File: config.mk
export PLATFORM = sky130hd
export DESIGN_NAME = gobou_ctrl_act
export DESIGN_NICKNAME = d
export VERILOG_FILES = /design/src/rtl/gobou_ctrl_act.sv
export SDC_FILE = /design/constraint.sdc
export NUM_CORES = 1
export LEC_CHECK = 0
export ABC_AREA = 0
export CAP_MARGIN = 20
export CORE_MARGIN = 3
export CORE_UTILIZATION = 45
export CTS_CLUSTER_DIAMETER = 30
export CTS_CLUSTER_SIZE = 12
export DETAILED_ROUTE_END_ITERATION = 12
export PLACE_DENSITY = 0.75
export SYNTH_ARGS = -nofsm -noshare
export SYNTH_HDL_FRONTEND = slang
export SYNTH_SLANG_ARGS = --single-unit
File: constraint.sdc
create_clock -name clk -period 2 [get_ports clk]
set_clock_uncertainty 0.1 [all_clocks]
set_input_delay 0.4 -clock clk [delete_from_list [all_inputs] [get_ports clk]]
set_output_delay 0.4 -clock clk [all_outputs]
set_load 0.05 [all_outputs]
File: src/rtl/gobou_ctrl_act.sv
// Activation-stage control pipeline: delays frame tokens by DEPTH advancing cycles,
// carries the per-frame activation mode, tracks frame state, beat count and protocol errors.
module gobou_ctrl_act #(
  parameter int DEPTH    = 2,
  parameter int OE_STAGE = 1,
  parameter int CNTW     = 16
) (
  input  logic            clk,
  input  logic            xrst,
  input  logic [1:0]      mode,
  input  logic            stall,
  input  logic            err_clr,
  input  logic            in_begin,
  input  logic            in_valid,
  input  logic            in_end,
  output logic            out_begin,
  output logic            out_valid,
  output logic            out_end,
  output logic            act_oe,
  output logic [1:0]      act_mode,
  output logic            busy,
  output logic [CNTW-1:0] beat_count,
  output logic            frame_err
);

  typedef enum logic [1:0] {
    IDLE  = 2'd0,
    RUN   = 2'd1,
    DRAIN = 2'd2
  } state_t;

  state_t          state_r;
  state_t          state_nxt_s;
  logic [DEPTH-1:0] beg_r;
  logic [DEPTH-1:0] vld_r;
  logic [DEPTH-1:0] end_r;
  logic [1:0]      mode_pipe_r [DEPTH];
  logic [1:0]      mode_r;
  logic            adv_s;
  logic            err_set_s;
  logic            mid_tok_s;
  logic            any_tok_s;
  logic            in_tok_s;
  logic [1:0]      stage_mode_s;

  assign adv_s        = ~stall;
  assign in_tok_s     = in_begin | in_valid | in_end;
  assign stage_mode_s = in_begin ? mode : mode_r;

  // Token/mode shift register; everything holds while stalled
  always_ff @(posedge clk or posedge xrst) begin
    if (xrst) begin
      beg_r  <= '0;
      vld_r  <= '0;
      end_r  <= '0;
      mode_r <= 2'd0;
      for (int k = 0; k < DEPTH; k++) begin
        mode_pipe_r[k] <= 2'd0;
      end
    end else if (adv_s) begin
      beg_r[0]       <= in_begin;
      vld_r[0]       <= in_valid;
      end_r[0]       <= in_end;
      mode_pipe_r[0] <= stage_mode_s;
      for (int k = 1; k < DEPTH; k++) begin
        beg_r[k]       <= beg_r[k-1];
        vld_r[k]       <= vld_r[k-1];
        end_r[k]       <= end_r[k-1];
        mode_pipe_r[k] <= mode_pipe_r[k-1];
      end
      if (in_begin) begin
        mode_r <= mode;
      end
    end
  end

  // Token occupancy; the last stage is excluded from mid_tok_s because it empties on this advance
  always_comb begin
    mid_tok_s = 1'b0;
    for (int k = 0; k < DEPTH - 1; k++) begin
      mid_tok_s = mid_tok_s | beg_r[k] | vld_r[k] | end_r[k];
    end
    any_tok_s = |(beg_r | vld_r | end_r);
  end

  // Frame FSM next state and protocol-error detection
  always_comb begin
    state_nxt_s = state_r;
    err_set_s   = 1'b0;
    if (adv_s) begin
      case (state_r)
        IDLE: begin
          if (in_begin) begin
            state_nxt_s = in_end ? DRAIN : RUN;
          end else if (in_end) begin
            err_set_s = 1'b1;
          end else begin
            state_nxt_s = IDLE;
          end
        end
        RUN: begin
          if (in_begin) begin
            err_set_s   = 1'b1;
            state_nxt_s = in_end ? DRAIN : RUN;
          end else if (in_end) begin
            state_nxt_s = DRAIN;
          end else begin
            state_nxt_s = RUN;
          end
        end
        DRAIN: begin
          if (in_begin) begin
            state_nxt_s = in_end ? DRAIN : RUN;
          end else if (in_end) begin
            err_set_s = 1'b1;
          end else if (!mid_tok_s && !in_tok_s) begin
            state_nxt_s = IDLE;
          end else begin
            state_nxt_s = DRAIN;
          end
        end
        default: begin
          state_nxt_s = IDLE;
        end
      endcase
    end else begin
      state_nxt_s = state_r;
    end
  end

  // State register
  always_ff @(posedge clk or posedge xrst) begin
    if (xrst) begin
      state_r <= IDLE;
    end else begin
      state_r <= state_nxt_s;
    end
  end

  // Beat counter: reloads on begin, counts only inside a running frame, saturates
  always_ff @(posedge clk or posedge xrst) begin
    if (xrst) begin
      beat_count <= '0;
    end else if (adv_s) begin
      if (in_begin) begin
        beat_count <= CNTW'(in_valid);
      end else if ((state_r == RUN) && in_valid && (beat_count != {CNTW{1'b1}})) begin
        beat_count <= beat_count + CNTW'(1'b1);
      end
    end
  end

  // Sticky error flag; a new error wins over a same-cycle clear
  always_ff @(posedge clk or posedge xrst) begin
    if (xrst) begin
      frame_err <= 1'b0;
    end else if (err_set_s) begin
      frame_err <= 1'b1;
    end else if (err_clr) begin
      frame_err <= 1'b0;
    end
  end

  assign out_begin = beg_r[DEPTH-1];
  assign out_valid = vld_r[DEPTH-1];
  assign out_end   = end_r[DEPTH-1];
  assign act_oe    = vld_r[OE_STAGE-1] & ~stall;
  assign act_mode  = mode_pipe_r[OE_STAGE-1];
  assign busy      = (state_r != IDLE) | any_tok_s;

endmodule

## Word-level counts from Yosys, hierarchy flattened

Cells that the tools add are included.

- Mux-type cells: 16
- Eq/ne operators: 5
- Reductions and logical operators: 14
- $add $sub $neg: 1
- Bitwise operators: 9

Operators with widths:

| operator | count |
|---|---|
| $mux 16 | 2 |
| $add 16x1->16 const B | 1 |
| $ne 16x16->1 const B | 1 |
| $mux 2 | 6 |
| $mux 1 | 6 |
| $ne 3x3->1 const B | 2 |
| $pmux 2 s3 | 1 |
| $reduce_bool 2->1 | 3 |
| $or 1x1->1 | 5 |
| $or 2x2->2 | 2 |
| $reduce_and 2->1 | 2 |
| $reduce_or 2->1 | 2 |
| $logic_and 1x1->1 | 3 |
| $reduce_and 3->1 | 1 |
| $eq 2x1->1 const B | 1 |
| $eq 2x2->1 const B | 1 |
| $logic_not 1->1 | 2 |
| $logic_not 2->1 | 1 |
| $pmux 1 s2 | 1 |
| $and 1x1->1 | 1 |
| $not 1->1 | 1 |

- Output and inout port bits: 24
- Input port bits: 9
- Word-level logic and storage cells: 52
- Register bits after elaboration: 27

## Logic depth before layout (Yosys ltp)

- Depth after elaboration: 8
- Depth in mapped cells: 6
- Gate-level depth less buffers: 5

## Worst setup path after synthesis

Ideal clock, no wire load.

- Kind: register to register
- From: register beat_count[0]
- To: register beat_count[8]
- Required time: 1.744 ns
- Data arrival time: 2.172 ns
- Path slack: -0.429 ns
- Library setup time: 0.156 ns
- Clock period less this slack: 2.429 ns
- Buffers on the path: 1
- Cell stages (with the launch flop): 7
- Cells stage by stage: dfrtp_1 > ha_1 > nand4_4 > or4_4 > buf_6 > a31oi_1 > a31oi_1

- Word-level cells in the longest chain between the ends: 4
- Elaborated cells on any way between the ends: 7
- Those cells by class: 1 x add/sub; 1 x eq/ne; 2 x mux; 3 x reduce/logical

RTL lines:

| element | RTL line | source |
|---|---|---|
| start, declared | 22 | `output logic [CNTW-1:0] beat_count,` |
| start signal, assigned | 146 | `beat_count <= CNTW'(in_valid);` |
| start signal, assigned | 148 | `beat_count <= beat_count + CNTW'(1'b1);` |
| parallel branches: the longest is 4 deep, another holds $add 16x1->16 | -- |  |

Several ways; the timed one is not identified. The select of a mux whose other input is x is not followed.
A chain may end at the register's enable or synchronous reset.

## Worst setup path after layout

- From: register state_r[1]
- To: output port busy

- Word-level cells in the longest chain between the ends: 2

RTL lines:

| element | RTL line | source |
|---|---|---|
| start, declared | 32 | `state_t state_r;` |
| start signal, assigned | 136 | `state_r <= state_nxt_s;` |
| $reduce_bool 2->1 | 169 | `assign busy = (state_r != IDLE) \| any_tok_s;` |
| $or 1x1->1 | 169 |  |
| end, declared | 21 | `output logic busy,` |

No other way between the ends.

==> out/metrics.csv <==
stage,metric,value,unit
run_status,outcome,"complete, no violations",
sta,"Slew Viols, Final",0,
clock_tree,clock buffer depth,2,
grt,largest net degree at the start of global routing,28,
sta,RSZ-0062 raised after global routing,no,
setup_path,Setup CP Type,reg2out,
clock_tree,clk slew on worst S/H paths,0.15,ns
power_and_ir_drop,leakage power,0.901,nW
min_path,Worst Hold Class,in2async,
grt,grt total ovfl,0,
synthesis,Mapped Cells,155,
finish,area growth from synthesis to layout,33.9,%
finish,fillers,282,
sta,Max-slew headroom,67.2,%
synthesis,top-area cell type share of the netlist area,44.2,%
finish,"non-filler cells, final",249,
clock_tree,Clock Tree Root,clkbuf_4,
clock_tree,number of setup buffers added after CTS,0,
clock_tree,clk sinks,27,
power_and_ir_drop,Pwr Density,670,nW/um^2
setup_path,Critical Path RT,1.50,ns
setup_path,crit end category,output port,
finish,"commonest non-fill, non-tap cell in the layout",buf_4,
routing,Starting DRT DRC Count,111,
synthesis,Seq cells post-synth,27,
routing,DR vias,1475,
placed_design,HPWL after DPL,3090,um
job,Max Cap Viol,0,
finish,Antenna Cells,0,
finish,"commonest cells after routing, fill and taps aside","buf_4, dfrtp_2, inv_1, dfrtp_1",
synthesis,register area share after synthesis,44.2,%
finish,fin area,2050,sq um
sta,Final Hold Viols,0,
synthesis,synthesized area per cell,9.86,sq um
routing,post-DR vias/cell,5.92,
finish,NumNets Final,216,
routing,wire per inst,16.1,um
die,num rows,20,
setup_path,Worst EP arrival,1.40,ns
placed_design,DP Area,2010,sq um
power_and_ir_drop,VDD IR max,382,uV
die,initial core utilization,48.5,%
routing,Pre-antenna DRT Iters,4,
die,Ports,33,
synthesis,Post-Syn Area,1530,sq um
clock_tree,TritonCTS clock tree,done,
clock_tree,TritonCTS buffer count,3,
synthesis,Syn Nets,165,
die,Die W,64.3,um
grt,initial antenna violation count,0,
synthesis,Synth Flop Type,dfrtp_1,
synthesis,largest cells by area after synthesis,"dfrtp_1, mux2_2, a31oi_1",
placed_design,PortBufs,32,
clock_tree,H-tree Lvls,1,
sta,maximum clock frequency,526,MHz
die,core footprint,3150,sq um
routing,Remaining DRCs,0,
sta,fin crit share,95.1,%
grt,global-route usage over all layers,21.5,%
grt,first-pass GRT wire length,7040,um
placed_design,Post-Place Cells,245,
sta,worst slew pin tran,0.494,ns
placed_design,Final Wtd Congestion,0.907,
setup_path,Startpoint Class,flip-flop,
grt,vias in the first global route,1512,
sta,Final setup viols,0,
sta,crit path time final,1.90,ns
clock_tree,Clock Latency Late Sink,0.33,ns
synthesis,"Distinct cells, synth",49,
synthesis,Async SR Flop Fraction,100,%
die,die area,4130,sq um
finish,share of layout cells above drive strength 1,40.0,%
clock_tree,"Hold-fix buffers, CTS",0,
setup_path,maximum fanout along the worst path,5,
synthesis,Yosys top cell by area,dfrtp_1,
routing,ANT nets after route,0,
power_and_ir_drop,Total Power,1.37,mW
synthesis,Syn. warnings,0,
die,die height,64.3,um
synthesis,Post-synth EDFFs,0,
routing,Total Routed Length,4010,um
-- timing repair --
| action | 4_1_cts | 5_1_grt |
|---|---|---|
| pin swaps | 0 | 1 |
| endpoints found under the setup margin | 2 | 3 |
| gates resized for setup | 2 | 3 |
-- routing by layer --
layer | up-vias | part of all wire, % | GRT usage (%)
met4 | 0 | 1.2 | 6.86
met2 | 49 | 49 | 34.7
met1 | 721 | 44 | 29.4
met5 | - | 0 | 0
li1 | 697 | - | -
met3 | 8 | 5.9 | 3.51
-- sequential cells by signal (all words and copies together), names as in the netlist --
| name | count |
|---|---|
| beg_r | 2 |
| frame_err | 1 |
| beat_count | 16 |
| mode_r | 2 |
| vld_r | 2 |
| state_r | 2 |
| end_r | 2 |
-- cells by family (layout without fill, tap and decap cells) --
kind of cell               Yosys count  after routing  share of synthesized area, %
adders and majority gates            1              1                         0.818
DFF                                 27             27                          44.2
and+or+nand+nor                     59             59                          23.5
muxes                                7              7                          5.07
AOI/OAI and AO/OA                   44             44                          20.8
buffers and inverters               17             67                          5.65
-- cell type report --
cell class / instances / area, sq um / area share [%]
multi-input combinational: 111 / 802 / 39.2
sequential: 27 / 696 / 34.0
timing repair buffer: 52 / 425 / 20.8
tap: 44 / 55.1 / 2.69
inverter: 11 / 41.3 / 2.02
clock buffer: 3 / 22.5 / 1.10
clock inverter: 1 / 5.00 / 0.244
-- cell usage after synthesis, types with 2 or more instances --
library cell	n
dfrtp_1	27
inv_1	11
a31oi_1	10
nand2_1	10
nand3_1	8
nor4_1	8
o21ai_0	7
mux2_2	6
nor2_1	6
nand4_1	5
nor3_1	4
a21oi_1	3
buf_6	3
clkbuf_1	3
a21o_1	2
and2_1	2
and3_1	2
nor2b_1	2
o211ai_1	2
o21a_1	2
o22ai_1	2
or2_2	2
or3_1	2
-- metrics by stage --
stage	worst slack, ns	hold WS [ns]	utilization (%)	setup TNS [ns]
CTS	0.0194	0.303	64.4	0
finish	0.0972	0.292	64.9	0
global placement	0.0438	0.387	63.7	0
global route	0.0225	0.318	64.9	0
detailed placement	-0.0313	0.405	63.7	-0.0546
floorplan	-0.0116	0.352	-	-0.0116
-- power breakdown --
group,total (mW),switching [mW],internal (mW),leakage (nW)
Clock,0.244,0.168,0.0754,0.0177
Combinational,0.460,0.285,0.175,0.560
Sequential,0.668,0.0642,0.604,0.324
-- worst paths after layout --
path / startpoint / end / slack, ns / cells after the start
worst max-delay path: state_r[1] / busy / 0.1 / 3
worst min-delay path: xrst / beg_r[0] / 0.29 / 3
worst max register to register: beat_count[10] / beat_count[11] / 0.1 / 4
worst min register to register: mode_r[1] / mode_r[1] / 0.43 / 1
max in group asynchronous: xrst / beat_count[15] / 1.23 / 3
min in group clk: mode_r[1] / mode_r[1] / 0.43 / 1
-- worst max-delay path, stage by stage (launching register included) --
cell	delay, ns
dfrtp_1	0.47
nor4_2	0.29
nand3_1	0.10
buf_4	0.20
No activity file was read; power rests on OpenSTA's default activity.
